[src/rtl/debug_unit_pkg.sv]
// Shared definitions for the UART debug unit: command/reply codes, FSM states
// and the reply selector driving the transmit serializer.
package debug_unit_pkg;

  localparam int BYTE_W    = 8;
  localparam int CYC_CNT_W = 32;

  localparam logic [BYTE_W-1:0] CMD_LOAD    = 8'h01;
  localparam logic [BYTE_W-1:0] CMD_RUN     = 8'h02;
  localparam logic [BYTE_W-1:0] CMD_STEP    = 8'h03;
  localparam logic [BYTE_W-1:0] CMD_READ_PC = 8'h04;

  localparam logic [BYTE_W-1:0] REPLY_ACK = 8'hAA;
  localparam logic [BYTE_W-1:0] REPLY_ERR = 8'hEE;

  typedef enum logic [2:0] {
    S_IDLE,
    S_LD_CNT,
    S_LD_BYTE,
    S_LD_WR,
    S_RUN,
    S_STEP,
    S_TX_SEND,
    S_TX_WAIT
  } state_t;

  // RPL_PC_CNT is the RUN/STEP reply; it only carries the cycle count when
  // the counter is built in.
  typedef enum logic [1:0] {
    RPL_ACK,
    RPL_ERR,
    RPL_PC,
    RPL_PC_CNT
  } reply_t;

endpackage

[src/rtl/debug_unit_tx_seq.sv]
// Reply serializer: loads a payload and a byte count, then emits one tx_start
// per byte (LSB first), advancing only on tx_done from the UART transmitter.
module debug_unit_tx_seq
  import debug_unit_pkg::*;
#(
  parameter int PAYLOAD_W = 64,
  parameter int CNT_W     = 4
) (
  input  logic                 clk,
  input  logic                 rst_n,
  input  logic                 load,
  input  logic [PAYLOAD_W-1:0] payload,
  input  logic [CNT_W-1:0]     count,
  input  logic                 tx_done,
  output logic                 tx_start,
  output logic [BYTE_W-1:0]    tx_data,
  output logic                 last
);

  logic [PAYLOAD_W-BYTE_W-1:0] shreg;
  logic [CNT_W-1:0]            remaining;
  logic                        active;

  // Combinational so the owner can leave its wait state on the same edge.
  assign last = active && tx_done && (remaining == '0);

  // NOTE: every register here is sequential state, so it is assigned with <=;
  // a blocking = would let later statements see the new value within one edge.
  always_ff @(posedge clk) begin
    if (!rst_n) begin
      shreg     <= '0;
      remaining <= '0;
      active    <= 1'b0;
      tx_start  <= 1'b0;
      tx_data   <= '0;
    end else begin
      tx_start <= 1'b0;
      if (load) begin
        tx_data   <= payload[BYTE_W-1:0];
        shreg     <= payload[PAYLOAD_W-1:BYTE_W];
        remaining <= count - CNT_W'(1);
        tx_start  <= 1'b1;
        active    <= 1'b1;
      end else if (active && tx_done) begin
        if (remaining == '0) begin
          active <= 1'b0;
        end else begin
          tx_data   <= shreg[BYTE_W-1:0];
          shreg     <= shreg >> BYTE_W;
          remaining <= remaining - CNT_W'(1);
          tx_start  <= 1'b1;
        end
      end
    end
  end

endmodule

[src/rtl/debug_unit.sv]
// Host-side UART debug controller: program load, run/step gating, PC readback.
// Define DEBUG_UNIT_CYCLE_COUNT_EN to append a 32-bit executed-cycle count to RUN/STEP replies.
module debug_unit
  import debug_unit_pkg::*;
#(
  parameter int NBITS   = 8,
  parameter int IMEM_AW = 8,
  parameter int PC_W    = 32
) (
  input  logic               i_clk,
  input  logic               i_rst,
  input  logic [NBITS-1:0]   i_rx_data,
  input  logic               i_rx_done,
  input  logic               i_tx_done,
  output logic               o_tx_start,
  output logic [NBITS-1:0]   o_tx_data,
  output logic               o_imem_wr_en,
  output logic [IMEM_AW-1:0] o_imem_addr,
  output logic [31:0]        o_imem_data,
  output logic               o_cpu_en,
  input  logic [PC_W-1:0]    i_pc,
  input  logic               i_halt
);

  localparam int PC_BYTES  = PC_W / 8;
  localparam int PAYLOAD_W = PC_W + CYC_CNT_W;
  localparam int CNT_W     = $clog2(PC_BYTES + CYC_CNT_W / 8 + 1);

  state_t             state;
  reply_t             reply;
  logic [1:0]         byte_idx;
  logic [NBITS-1:0]   word_cnt;

  logic                 seq_load;
  logic                 seq_last;
  logic [PAYLOAD_W-1:0] seq_payload;
  logic [CNT_W-1:0]     seq_count;

`ifdef DEBUG_UNIT_CYCLE_COUNT_EN
  logic [CYC_CNT_W-1:0] cyc_cnt;
  logic                 exec_cmd;

  assign exec_cmd = (state == S_IDLE) && i_rx_done &&
                    (i_rx_data == CMD_RUN || i_rx_data == CMD_STEP);

  always_ff @(posedge i_clk) begin
    if (!i_rst)
      cyc_cnt <= '0;
    else if (exec_cmd)
      cyc_cnt <= '0;
    else if (o_cpu_en)
      cyc_cnt <= cyc_cnt + 32'd1;
  end
`endif

  // The serializer samples this on the TX_SEND edge, which is the PC snapshot.
  assign seq_load = (state == S_TX_SEND);

  // NOTE: defaults come first so no path leaves an output unassigned (no latch).
  always_comb begin
    seq_payload = PAYLOAD_W'(REPLY_ACK);
    seq_count   = CNT_W'(1);
    case (reply)
      RPL_ERR: seq_payload = PAYLOAD_W'(REPLY_ERR);
      RPL_PC: begin
        seq_payload = PAYLOAD_W'(i_pc);
        seq_count   = CNT_W'(PC_BYTES);
      end
      RPL_PC_CNT: begin
`ifdef DEBUG_UNIT_CYCLE_COUNT_EN
        seq_payload = {cyc_cnt, i_pc};
        seq_count   = CNT_W'(PC_BYTES + CYC_CNT_W / 8);
`else
        seq_payload = PAYLOAD_W'(i_pc);
        seq_count   = CNT_W'(PC_BYTES);
`endif
      end
      default: ;
    endcase
  end

  always_ff @(posedge i_clk) begin
    if (!i_rst) begin
      state        <= S_IDLE;
      reply        <= RPL_ACK;
      byte_idx     <= '0;
      word_cnt     <= '0;
      o_imem_wr_en <= 1'b0;
      o_imem_addr  <= '0;
      o_imem_data  <= '0;
      o_cpu_en     <= 1'b0;
    end else begin
      o_imem_wr_en <= 1'b0;
      unique case (state)
        S_IDLE: begin
          if (i_rx_done) begin
            case (i_rx_data)
              CMD_LOAD: state <= S_LD_CNT;
              CMD_RUN: begin
                o_cpu_en <= ~i_halt;
                reply    <= RPL_PC_CNT;
                state    <= S_RUN;
              end
              CMD_STEP: begin
                o_cpu_en <= 1'b1;
                reply    <= RPL_PC_CNT;
                state    <= S_STEP;
              end
              CMD_READ_PC: begin
                reply <= RPL_PC;
                state <= S_TX_SEND;
              end
              default: begin
                reply <= RPL_ERR;
                state <= S_TX_SEND;
              end
            endcase
          end
        end
        S_LD_CNT: begin
          if (i_rx_done) begin
            word_cnt    <= i_rx_data;
            o_imem_addr <= '0;
            byte_idx    <= '0;
            if (i_rx_data == '0) begin
              reply <= RPL_ACK;
              state <= S_TX_SEND;
            end else begin
              state <= S_LD_BYTE;
            end
          end
        end
        S_LD_BYTE: begin
          if (i_rx_done) begin
            o_imem_data[8*byte_idx +: 8] <= i_rx_data;
            byte_idx <= byte_idx + 2'd1;
            if (byte_idx == 2'd3) begin
              o_imem_wr_en <= 1'b1;
              state        <= S_LD_WR;
            end
          end
        end
        S_LD_WR: begin
          o_imem_addr <= o_imem_addr + IMEM_AW'(1);
          word_cnt    <= word_cnt - NBITS'(1);
          if (word_cnt == NBITS'(1)) begin
            reply <= RPL_ACK;
            state <= S_TX_SEND;
          end else begin
            state <= S_LD_BYTE;
          end
        end
        S_RUN: begin
          if (i_halt) begin
            o_cpu_en <= 1'b0;
            state    <= S_TX_SEND;
          end else begin
            o_cpu_en <= 1'b1;
          end
        end
        S_STEP: begin
          o_cpu_en <= 1'b0;
          state    <= S_TX_SEND;
        end
        S_TX_SEND: state <= S_TX_WAIT;
        S_TX_WAIT: if (seq_last) state <= S_IDLE;
        default:   state <= S_IDLE;
      endcase
    end
  end

  debug_unit_tx_seq #(
    .PAYLOAD_W (PAYLOAD_W),
    .CNT_W     (CNT_W)
  ) u_tx_seq (
    .clk      (i_clk),
    .rst_n    (i_rst),
    .load     (seq_load),
    .payload  (seq_payload),
    .count    (seq_count),
    .tx_done  (i_tx_done),
    .tx_start (o_tx_start),
    .tx_data  (o_tx_data),
    .last     (seq_last)
  );

endmodule

[config.mk]
export PLATFORM = sky130hd
export DESIGN_NAME = debug_unit
export DESIGN_NICKNAME = d
export VERILOG_FILES = /design/src/rtl/debug_unit_pkg.sv /design/src/rtl/debug_unit_tx_seq.sv /design/src/rtl/debug_unit.sv
export SDC_FILE = /design/constraint.sdc
export NUM_CORES = 1
export LEC_CHECK = 0
export ABC_CLOCK_PERIOD_IN_PS = 5270
export BUFFER_PORTS_ARGS = -buffer_cell sky130_fd_sc_hd__buf_2
export CORE_ASPECT_RATIO = 1.25
export CORE_MARGIN = 2
export CORE_UTILIZATION = 35
export DETAILED_ROUTE_END_ITERATION = 10
export HOLD_SLACK_MARGIN = 0.05
export PLACE_DENSITY = 0.53
export SLEW_MARGIN = 20
export SYNTH_ARGS = -nofsm -noshare
export SYNTH_HDL_FRONTEND = slang
export SYNTH_SLANG_ARGS = --single-unit
[constraint.sdc]
create_clock -name i_clk -period 5.27 [get_ports i_clk]
set_input_delay 0 -clock i_clk [delete_from_list [all_inputs] [get_ports i_clk]]
set_output_delay 0 -clock i_clk [all_outputs]
set_load 0.005 [all_outputs]
=== Word level (Yosys, flattened, before mapping) ===
Cells that the tools add are included.

* Bits in registers: 127
* Bits of input ports: 45
* Word-level logic and storage cells: 117

* Add/sub/neg operators: 6
* Eq/ne operators: 27
* Shift operators: 2
* Muxes and demuxes: 46
* Bitwise operators: 1
* Reduce and logical (&&, ||, !) cells: 22

{| class="wikitable"
|+ Operators by type and width
! operator !! number
|-
| $mux W56 || 3
|-
| $pmux W32 S2 || 1
|-
| $mux W8 || 5
|-
| $neg A5 Y34 || 1
|-
| $shift A8 B34 Y32 const A || 1
|-
| $shiftx A8 B34 Y32 || 1
|-
| $bwmux W32 || 1
|-
| $pmux W8 S2 || 2
|-
| $mux W3 || 9
|-
| $pmux W3 S8 || 1
|-
| $ne A2 B2 Y1 const B || 10
|-
| $eq A8 B1 Y1 const B || 2
|-
| $eq A8 B2 Y1 const B || 2
|-
| $eq A3 B3 Y1 const B || 4
|-
| $mux W2 || 6
|-
| $mux W4 || 3
|-
| $pmux W2 S3 || 2
|-
| $reduce_and A6 Y1 || 2
|-
| $mux W1 || 9
|-
| $pmux W3 S3 || 1
|-
| $reduce_and A3 Y1 || 3
|-
| $add A8 B1 Y8 const B || 1
|-
| $eq A8 B3 Y1 const B || 1
|-
| $logic_not A8 Y1 || 1
|-
| 20 further kinds || 32
|}

=== Depth between registers and ports, before layout ===
Gate-level depths: netlist of run 1.

* Depth in word-level cells: 5
* Depth in mapped cells: 9

=== Hierarchy ===
From an unflattened synthesis of run 1, not the netlist that was laid out.

* Cells, all modules: 775
* Area total of the unflattened synthesis: 6120.9 um^2

{| class="wikitable"
|+ Modules (own cells, without submodules)
! module !! times used !! cells an instance !! area an instance (um^2) !! sequential area each (um^2)
|-
| debug_unit || 1 || 390 || 3093.0 || 1141.1
|-
| debug_unit_tx_seq || 1 || 385 || 3027.9 || 1401.3
|}

=== Worst setup path before layout of run 1 ===
No wires, ideal clock.

* Kind: register -> register
* Start: register byte_idx[0]
* End: register o_imem_data[10]
* Data arrival time: 1706 ps
* Data required time: 5200 ps
* Slack: 3493 ps
* Cell stages (with the launch flop): 6
* Buffers on the path: 0
* Clock period less this slack: 1777 ps
* Path through: dfxtp_1 -> inv_1 -> ha_1 -> nor3b_1 -> nand3_1 -> a21boi_1

* Word-level cells in the longest chain between the ends: 3
* Elaborated cells between the ends (all ways): 4
* Those cells by class: 1 x add/sub; 2 x shift; 1 x mux

{| class="wikitable"
|+ RTL lines
! item !! line !! text
|-
| from (decl) || debug_unit.sv:31 || <nowiki>logic [1:0] byte_idx;</nowiki>
|-
| from (signal assigned) || debug_unit.sv:136 || <nowiki>byte_idx <= byte_idx + 2'd1;</nowiki>
|-
| $neg A5 Y34 * || debug_unit.sv:135 || <nowiki>o_imem_data[8*byte_idx +: 8] <= i_rx_data;</nowiki>
|-
| $shiftx A8 B34 Y32 / $shift A8 B34 Y32 (equally long branches) || debug_unit.sv:135 ||
|-
| $bwmux W32 * || debug_unit.sv:135 ||
|-
| to (signal, indexed assignment) || debug_unit.sv:135 ||
|-
| to (decl) || debug_unit.sv:19 || <nowiki>output logic [31:0] o_imem_data,</nowiki>
|}

Mark *: on every way between the ends. The rest lies on a longest branch, timed or not.
A chain may end at the register's enable or synchronous reset.

=== Worst setup path after layout of run 1 ===
* Start: register state[1]
* End: register u_tx_seq.remaining[1]

* Word-level cells in the longest chain between the ends: 3
* Elaborated cells between the ends (all ways): 5
* Those cells by class: 2 x eq/ne; 1 x mux; 2 x reduce/logical

{| class="wikitable"
|+ RTL lines
! item !! line !! text
|-
| from (decl) || debug_unit.sv:29 || <nowiki>state_t state;</nowiki>
|-
| from (signal assigned) || debug_unit.sv:84 || <nowiki>state <= S_IDLE;</nowiki>
|-
| from (signal assigned) || debug_unit.sv:98 || <nowiki>CMD_LOAD: state <= S_LD_CNT;</nowiki>
|-
| from (signal assigned) || debug_unit.sv:102 || <nowiki>state <= S_RUN;</nowiki>
|-
| $eq A3 B3 Y1 * || debug_unit.sv:57 || <nowiki>assign seq_load = (state == S_TX_SEND);</nowiki>
|-
| $ne A2 B2 Y1 (no source line) / $reduce_bool A2 Y1 (equally long branches) || - ||
|-
| $reduce_and A2 Y1 (no source line) || - ||
|-
| to (signal assigned) || debug_unit_tx_seq.sv:41 || <nowiki>remaining <= count - CNT_W'(1);</nowiki>
|-
| to (signal assigned) || debug_unit_tx_seq.sv:50 || <nowiki>remaining <= remaining - CNT_W'(1);</nowiki>
|-
| to (decl) || debug_unit_tx_seq.sv:21 || <nowiki>logic [CNT_W-1:0] remaining;</nowiki>
|}

Marked as above.

==> impl_metrics.py, run 1 <==
metrics = {
    "floorplan": {
        "initial_utilization": 0.3548,
        "fp.dieArea_um2": 14240,
        "io_pins": 96,
        "die_x_um": 107.1,
        "core_um2": 13110,
        "die_height_um": 132.9,
        "core.rowCount": 47,
    },
    "synthesis": {
        "synth_top_area_cell": "sky130_fd_sc_hd__dfxtp_1",
        "cells_after_synthesis": 607,
        "post_synth_num_cell_types": 55,
        "synth_area_leaders": "sky130_fd_sc_hd__dfxtp_1, sky130_fd_sc_hd__nand2_1, sky130_fd_sc_hd__nand3_1",
        "avgSynthCellArea_um2": 7.666,
        "postSynthRegisterBits": 95,
        "synth_enable_flop_cells": 0,
        "synth-seq-area-share": 0.4087,
        "synth.cell_area_um2": 4653,
        "yosys_most_used_dff": "sky130_fd_sc_hd__dfxtp_1",
        "syn-num-nets": 662,
        "netlist.area_leader.share": 0.4087,
        "synthesis.yosys.warnings": 0,
        "async_flop_share": 0,
    },
    "layout": {
        "syn_to_final_growth_pct": 27.40,
        "num-nets-final": 767,
        "postLayoutCoreUtil": 0.4521,
        "drive_gt1_frac": 0.1715,
        "fillerInstances": 1324,
        "antenna-diode-count": 0,
    },
    "route": {
        "drtIter0Drc": 299,
        "route.vias.total": 4619,
        "route.detailed.vias_per_inst": 5.202,
        "drt-total-wl_um": 13230,
        "detail_route.wl_per_cell_um": 14.90,
        "drtPass1Iterations": 4,
        "antenna_violating_nets_post_route": 0,
        "drt_drc_violations_left": 0,
    },
    "sta": {
        "hold_viol_final": 0,
        "layout_worst_path_cycle_share": 0.4681,
        "worst_slew_margin_rel": 0.3420,
        "min_period_ps": 2467,
        "clock-skew-final_ps": 5.406,
        "grt_setup_unrepaired": "false",
        "fin_tns_setup_ps": 0,
        "max_fclk_mhz": 405.3,
        "worst_pin_slew_ps": 985.6,
        "worst_slack_ps": 2803,
        "setup_viol_count_final": 0,
        "fin_max_slew_vios": 0,
    },
    "cts": {
        "tritoncts_clock_tree": "built",
        "root_buf_cell": "sky130_fd_sc_hd__clkbuf_16",
        "worst_skew_pair.late_latency_ps": 340,
        "cts.reportedPaths.clkPinSlew_ps": 60,
        "max-clock-path-buffers": 2,
        "ctsResizeCount": 0,
        "cts.sink_count": 95,
        "cts_max_level": 3,
        "number_of_buffers_created_by_cts": 9,
    },
    "global_route": {
        "number_of_global_route_vias_before_repair": 4450,
        "grt_pass1_wl_um": 21400,
        "initial_antenna_violation_count": 0,
        "grt_start_max_net_pins": 57,
        "groute.usage.overall": 0.1856,
        "globalRoute.totalOverflow": 0,
    },
    "setup_path": {
        "rr_startpoint": "state[1]",
        "max_stage_delay_ps": 970,
        "timing.reg2reg.setup_slack_ps": 2800,
        "required_ps": 5500,
        "critPathSlowestCell": "sky130_fd_sc_hd__dfxtp_1",
        "cp_cell_sequence": "clkinv_1 > nor3_2 > buf_4 > o21ai_0 > o311a_1",
        "worstSetupPathType": "reg2reg",
        "critPathMaxFanout": 31,
        "critPathArrivalTime_ps": 2700,
        "end_kind": "flop",
        "reg2reg_depth": 5,
        "type_of_element_launching_the_critical_path": "flop",
        "worstReg2RegEnd": "u_tx_seq.remaining[1]",
    },
    "pwr": {
        "power_switching_mw": 0.6588,
        "pwr_density_cell_nw_per_um2": 359.5,
        "max-vdd-ir-drop_v": 0.0001342,
        "p_leak_nw": 2.441,
        "comb_power_share": 0.232,
        "seq_power_share": 0.412,
        "swShare": 0.3091,
        "power_report.internal_total_mw": 1.473,
        "clock_power_share": 0.355,
    },
    "place": {
        "routabilityCongestion": 0.8274,
        "dp_hpwl_um": 8442,
        "place_worst_setup_slack_ps": 2853,
        "port_buffers": 95,
    },
    "hold_path": {
        "worst_hold_path.endpoint": "u_tx_seq.tx_data[6]",
        "hold_start": "i_pc[6]",
        "hold_depth": 5,
        "hold_path.class": "in2reg",
    },
    "status": {
        "status": "finished, final reports clean",
    },
    "flow_run": {
        "maxCapViolations": 0,
    },
}
-- worst max path at each step --
stage	start	endpoint	slack, ps	cells after the start
floorplan	byte_idx[0]	o_imem_data[10]	3490	5
global placement	state[1]	u_tx_seq.remaining[1]	2900	5
detailed placement	state[1]	u_tx_seq.remaining[1]	2850	5
CTS	state[1]	u_tx_seq.remaining[1]	2830	5
global route	state[1]	u_tx_seq.remaining[1]	2560	5
finish	state[1]	u_tx_seq.remaining[1]	2800	5
-- sequential cells by signal, summed over array words and instances (netlist names) --
signal / cells
byte_idx: 2
u_tx_seq.tx_data: 8
o_imem_data: 32
reply: 2
u_tx_seq.shreg: 24
o_cpu_en: 1
u_tx_seq.active: 1
o_imem_wr_en: 1
u_tx_seq.remaining: 4
state: 3
word_cnt: 8
o_imem_addr: 8
u_tx_seq.tx_start: 1
-- layout by cell type, fill, tap and decap left out, drive strengths merged, types with 3 or more instances in the layout --
cell,netlist,final
nand2,145,145
buf,15,99
dfxtp,95,95
nand3,79,79
a21boi,42,42
dlygate4sd3,0,38
and3,24,24
nor2,23,23
o21ai,23,23
a21oi,18,18
a31oi,11,11
clkbuf,28,11
ha,10,10
nor3,9,9
xor2,8,8
inv,7,7
nand2b,7,7
nor2b,7,7
and2,6,6
nor3b,5,5
o211ai,5,5
nand4,4,4
nor4,3,3
o22ai,3,3
bufinv,0,3
-- what timing repair did --
action	in CTS	in global routing
hold endpoints to repair	51	0
setup buffers	0	0
hold buffers	38	0
-- critical path: cells and delay by family, from the launching register on --
family | cells | cell delay (ps)
buffers and inverters | 2 | 860
flip-flops | 1 | 970
AND/OR/NAND/NOR | 1 | 220
AO/OA/AOI/OAI | 2 | 310
-- stage by stage --
stage / hold slack, ps / cell area [um2] / total power [mW] / instances
after floorplan: 138.7 / 4653 / 1.224 / 607
after global placement: 276.6 / 5195 / 1.356 / 834
after detailed placement: 282.8 / 5195 / 1.362 / 834
after CTS: 53.38 / 5923 / 2.149 / 888
after global routing: 100.4 / 5928 / 2.258 / 888
final: 56.34 / 5928 / 2.131 / 888
-- per-layer routing --
layer / GRT usage / share of wire
met1: 0.2279 / 0.44
met2: 0.3210 / 0.49
met4: 0.07792 / 0.020
met5: 0 / 0
met3: 0.02660 / 0.042
-- cells by family after synthesis --
group                    after synthesis  share of synthesized area
buffers and inverters                 51                    0.04625
flip-flops                            95                     0.4087
XOR/XNOR                               9                    0.01694
adder cells (fa/ha/maj)               10                    0.02689
AND/OR/NAND/NOR                      319                     0.3205
multiplexers                           1                   0.002151
AO/OA/AOI/OAI                        122                     0.1785
-- area by class of cell --
cell class	instances	area, um2	area share
Clock inverter	5	105.1	0.01773
Timing Repair Buffer	137	885.9	0.1494
Tap cell	171	214.0	0.03609
Clock buffer	11	242.7	0.04095
Sequential cell	95	1902	0.3208
Multi-Input combinational cell	461	2549	0.4299
Inverter	8	30.03	0.005065
-- Yosys cell counts (10+ instances only) --
| master | instances |
|---|---|
| sky130_fd_sc_hd__clkbuf_1 | 28 |
| sky130_fd_sc_hd__nand3_1 | 79 |
| sky130_fd_sc_hd__buf_2 | 13 |
| sky130_fd_sc_hd__dfxtp_1 | 95 |
| sky130_fd_sc_hd__nand2_1 | 145 |
| sky130_fd_sc_hd__nor2_1 | 23 |
| sky130_fd_sc_hd__ha_1 | 10 |
| sky130_fd_sc_hd__and3_1 | 24 |
| sky130_fd_sc_hd__a21oi_1 | 18 |
| sky130_fd_sc_hd__o21ai_0 | 13 |
| sky130_fd_sc_hd__a21boi_1 | 42 |
| sky130_fd_sc_hd__a31oi_1 | 11 |
-- power groups by stage --
stage,clock [mW],combinational [mW],sequential (mW)
after floorplan,0,0.379,0.845
after global routing,0.808,0.559,0.891
after global placement,0,0.464,0.891
after detailed placement,0,0.469,0.893
final,0.757,0.495,0.879
after CTS,0.778,0.494,0.877
(Power assumes the default switching activity.)
==> inputs of run 2 (changes only) <==
--- a/config.mk
+++ b/config.mk
@@ -5,14 +5,15 @@
 export SDC_FILE = /design/constraint.sdc
 export NUM_CORES = 1
 export LEC_CHECK = 0
-export ABC_CLOCK_PERIOD_IN_PS = 5270
+export ABC_AREA = 1
+export ABC_CLOCK_PERIOD_IN_PS = 2070
 export BUFFER_PORTS_ARGS = -buffer_cell sky130_fd_sc_hd__buf_2
 export CORE_ASPECT_RATIO = 1.25
 export CORE_MARGIN = 2
 export CORE_UTILIZATION = 35
 export DETAILED_ROUTE_END_ITERATION = 10
 export HOLD_SLACK_MARGIN = 0.05
-export PLACE_DENSITY = 0.53
+export PLACE_DENSITY = 0.55
 export SLEW_MARGIN = 20
 export SYNTH_ARGS = -nofsm -noshare
 export SYNTH_HDL_FRONTEND = slang
==> constraint.sdc (replaced) <==
create_clock -name i_clk -period 2.07 [get_ports i_clk]
set_input_delay 0 -clock i_clk [delete_from_list [all_inputs] [get_ports i_clk]]
set_output_delay 0 -clock i_clk [all_outputs]
set_load 0.005 [all_outputs]
==> impl_metrics.py, run 2 <==
metrics = {
    "pwr": {
        "comb_power_share": 0.296,
        "p_leak_nw": 2.494,
        "clock_power_share": 0.298,
        "seq_power_share": 0.406,
        "power_report.internal_total_mw": 3.519,
        "max-vdd-ir-drop_v": 0.0003778,
        "pwr_density_cell_nw_per_um2": 923.6,
        "power_switching_mw": 1.841,
        "swShare": 0.3434,
    },
    "sta": {
        "fin_max_slew_vios": 0,
        "worst_pin_slew_ps": 539.2,
        "min_period_ps": 1750,
        "clock-skew-final_ps": 6.819,
        "max_fclk_mhz": 571.5,
        "layout_worst_path_cycle_share": 0.8453,
        "setup_viol_count_final": 0,
        "fin_tns_setup_ps": 0,
        "grt_setup_unrepaired": "false",
        "hold_viol_final": 0,
        "worst_slack_ps": 320.2,
        "worst_slew_margin_rel": 0.6401,
    },
    "route": {
        "route.detailed.vias_per_inst": 4.923,
        "drtPass1Iterations": 4,
        "antenna_violating_nets_post_route": 0,
        "drt-total-wl_um": 12610,
        "drtIter0Drc": 285,
        "route.vias.total": 4593,
        "drt_drc_violations_left": 0,
        "detail_route.wl_per_cell_um": 13.52,
    },
    "flow_run": {
        "maxCapViolations": 0,
    },
    "layout": {
        "largest-register": "o_imem_data",
        "layout.cells.non_filler": 933,
        "fillerInstances": 1299,
        "area.sequential_um2": 1902,
        "drive_gt1_frac": 0.1869,
        "num-nets-final": 817,
        "commonest_non_fill_non_tap_cells_in_the_layout": "sky130_fd_sc_hd__nand2_1, sky130_fd_sc_hd__dfxtp_1, sky130_fd_sc_hd__buf_2",
        "largest_reg_flops": 32,
        "multi_input_gate_area_in_the_final_layout_um2": 2217,
        "syn_to_final_growth_pct": 28.83,
        "final_area_um2": 5803,
        "layout.cells.most_common": "sky130_fd_sc_hd__nand2_1",
        "antenna-diode-count": 0,
        "postLayoutCoreUtil": 0.4604,
        "layout_top_registers": "o_imem_data x32, u_tx_seq.shreg x24",
    },
    "hold_path": {
        "hold_path.class": "in2reg",
        "hold_start": "i_tx_done",
    },
    "synthesis": {
        "post_synth_mux_area_share": 0,
        "synth-seq-area-share": 0.4222,
        "synth_compound_gate_area_share": 0.1678,
        "synthesis.yosys.warnings": 0,
        "syn-num-nets": 690,
        "synth.cell_area_um2": 4504,
        "synth_adder_area_share": 0.02778,
        "post-synth-top-count-cell": "sky130_fd_sc_hd__nand2_1",
        "cells_after_synthesis": 635,
        "yosys_most_used_dff": "sky130_fd_sc_hd__dfxtp_1",
        "yosys-top-cells-count": "sky130_fd_sc_hd__nand2_1, sky130_fd_sc_hd__dfxtp_1, sky130_fd_sc_hd__nand3_1, sky130_fd_sc_hd__a21oi_1, sky130_fd_sc_hd__nor2_1",
        "async_flop_share": 0,
        "largest_family_of_logic_cells_by_synthesized_area": "simple AND/OR/NAND/NOR gates",
        "avgSynthCellArea_um2": 7.093,
        "synth_enable_flop_cells": 0,
        "synthXorXnorAreaFrac": 0.003889,
        "netlist.area_leader.share": 0.4222,
        "post_synth_num_cell_types": 36,
        "synth_area_leaders": "sky130_fd_sc_hd__dfxtp_1, sky130_fd_sc_hd__nand2_1, sky130_fd_sc_hd__nand3_1",
        "postSynthRegisterBits": 95,
        "post_synth_and_or_nand_nor_area_fraction": 0.2928,
        "synth_top_area_cell": "sky130_fd_sc_hd__dfxtp_1",
    },
    "setup_path": {
        "type_of_element_launching_the_critical_path": "flop",
        "worst_setup_path_startpoint": "state[2]",
        "critPathArrivalTime_ps": 2010,
        "end_kind": "flop",
        "critPathMaxFanout": 28,
        "worstSetupPathType": "reg2reg",
        "required_ps": 2330,
        "rr_startpoint": "state[2]",
    },
    "place": {
        "port_buffers": 95,
        "place_worst_setup_slack_ps": 327.0,
        "place_inst": 876,
        "postPlaceCellArea_um2": 5095,
        "routabilityCongestion": 0.8627,
        "dp_hpwl_um": 9115,
    },
    "global_route": {
        "globalRoute.totalOverflow": 0,
        "initial_antenna_violation_count": 0,
        "grt_start_max_net_pins": 29,
        "grt_pass1_wl_um": 20310,
        "groute.usage.overall": 0.1836,
        "number_of_global_route_vias_before_repair": 4272,
    },
    "floorplan": {
        "die_height_um": 130.8,
        "initial_utilization": 0.3574,
        "io_pins": 96,
        "fp.dieArea_um2": 13800,
        "core_um2": 12600,
        "core.rowCount": 46,
        "die_x_um": 105.5,
    },
    "cts": {
        "cts_max_level": 3,
        "root_buf_cell": "sky130_fd_sc_hd__clkbuf_16",
        "max-clock-path-buffers": 2,
        "cts.reportedPaths.clkPinSlew_ps": 60,
        "worst_skew_pair.late_latency_ps": 330,
        "number_of_buffers_created_by_cts": 9,
        "tritoncts_clock_tree": "built",
        "cts.sink_count": 95,
        "postCtsSetupRepairBufs": 0,
    },
    "status": {
        "status": "finished, final reports clean",
    },
}
==> run 2: cell types whose count changed after synthesis, moves of 14 or more <==
cell	previous run	this run
sky130_fd_sc_hd__inv_1	7	42
sky130_fd_sc_hd__and3_1	24	0
sky130_fd_sc_hd__a21boi_1	42	0
sky130_fd_sc_hd__clkbuf_1	28	14
sky130_fd_sc_hd__a21oi_1	18	69
sky130_fd_sc_hd__nor2_1	23	56
sky130_fd_sc_hd__o21ai_0	13	39
==> run 2: through the flow <==
stage                     hold slack [ps]  total power [mW]
after floorplan                     138.7             3.348
after global placement              231.6             3.719
after detailed placement            236.0             3.743
after CTS                           84.60             5.408
after global routing                115.9             5.744
final                               95.91             5.360
==> run 2: routing by layer <==
layer / GRT usage / vias to the layer above / wire length, um
li1: - / 2371 / -
met1: 0.2146 / 2104 / 5522
met2: 0.3359 / 106 / 6382
met3: 0.03125 / 12 / 511
met4: 0.07059 / 0 / 194
met5: 0 / - / 0
==> run 2: power groups by stage <==
stage               sequential (mW)  clock (mW)  combinational (mW)
global placement               2.21           0                1.51
CTS                            2.18        1.63                1.60
global route                   2.20        1.72                1.82
detailed placement             2.22           0                1.53
floorplan                      2.18           0                1.17
finish                         2.18        1.60                1.58
==> run 2: layout make-up <==
cell class / instances / area share
sequential: 95 / 0.3277
clock buffer: 10 / 0.03946
clock inverter: 4 / 0.008409
tap: 168 / 0.03622
timing repair buffer: 151 / 0.1729
inverter: 51 / 0.03320
multi-input combinational: 454 / 0.3821
==> run 2: kinds of logic after synthesis <==
kind of cell,count (synthesis)
compound gates,140
xor+xnor,2
fa+ha+maj,10
buf+inv,86
flops,95
simple gates,302
==> run 2: repair_timing <==
| item | in CTS | in global routing |
|---|---|---|
| gates resized for setup | 0 | 0 |
| hold buffers | 43 | 0 |
| hold endpoints to repair | 55 | 0 |
==> run 2: worst paths after layout <==
check,to,slack [ps],cells past startpoint
worst max register to register,u_tx_seq.shreg[13],320,8
worst max-delay path,u_tx_seq.shreg[13],320,8
worst min-delay path,u_tx_seq.shreg[6],100,5
worst min register to register,o_imem_data[13],460,2
==> run 2: worst max-delay path, stage by stage, from the launching register on <==
cell and delay, ps:
sky130_fd_sc_hd__dfxtp_1 480, sky130_fd_sc_hd__nand2_1 180, sky130_fd_sc_hd__nor2_4 230, sky130_fd_sc_hd__nand2_2 170
sky130_fd_sc_hd__clkinv_2 310, sky130_fd_sc_hd__nand2_1 110, sky130_fd_sc_hd__nand2_1 80, sky130_fd_sc_hd__nand2_1 50
sky130_fd_sc_hd__o21ai_0 70
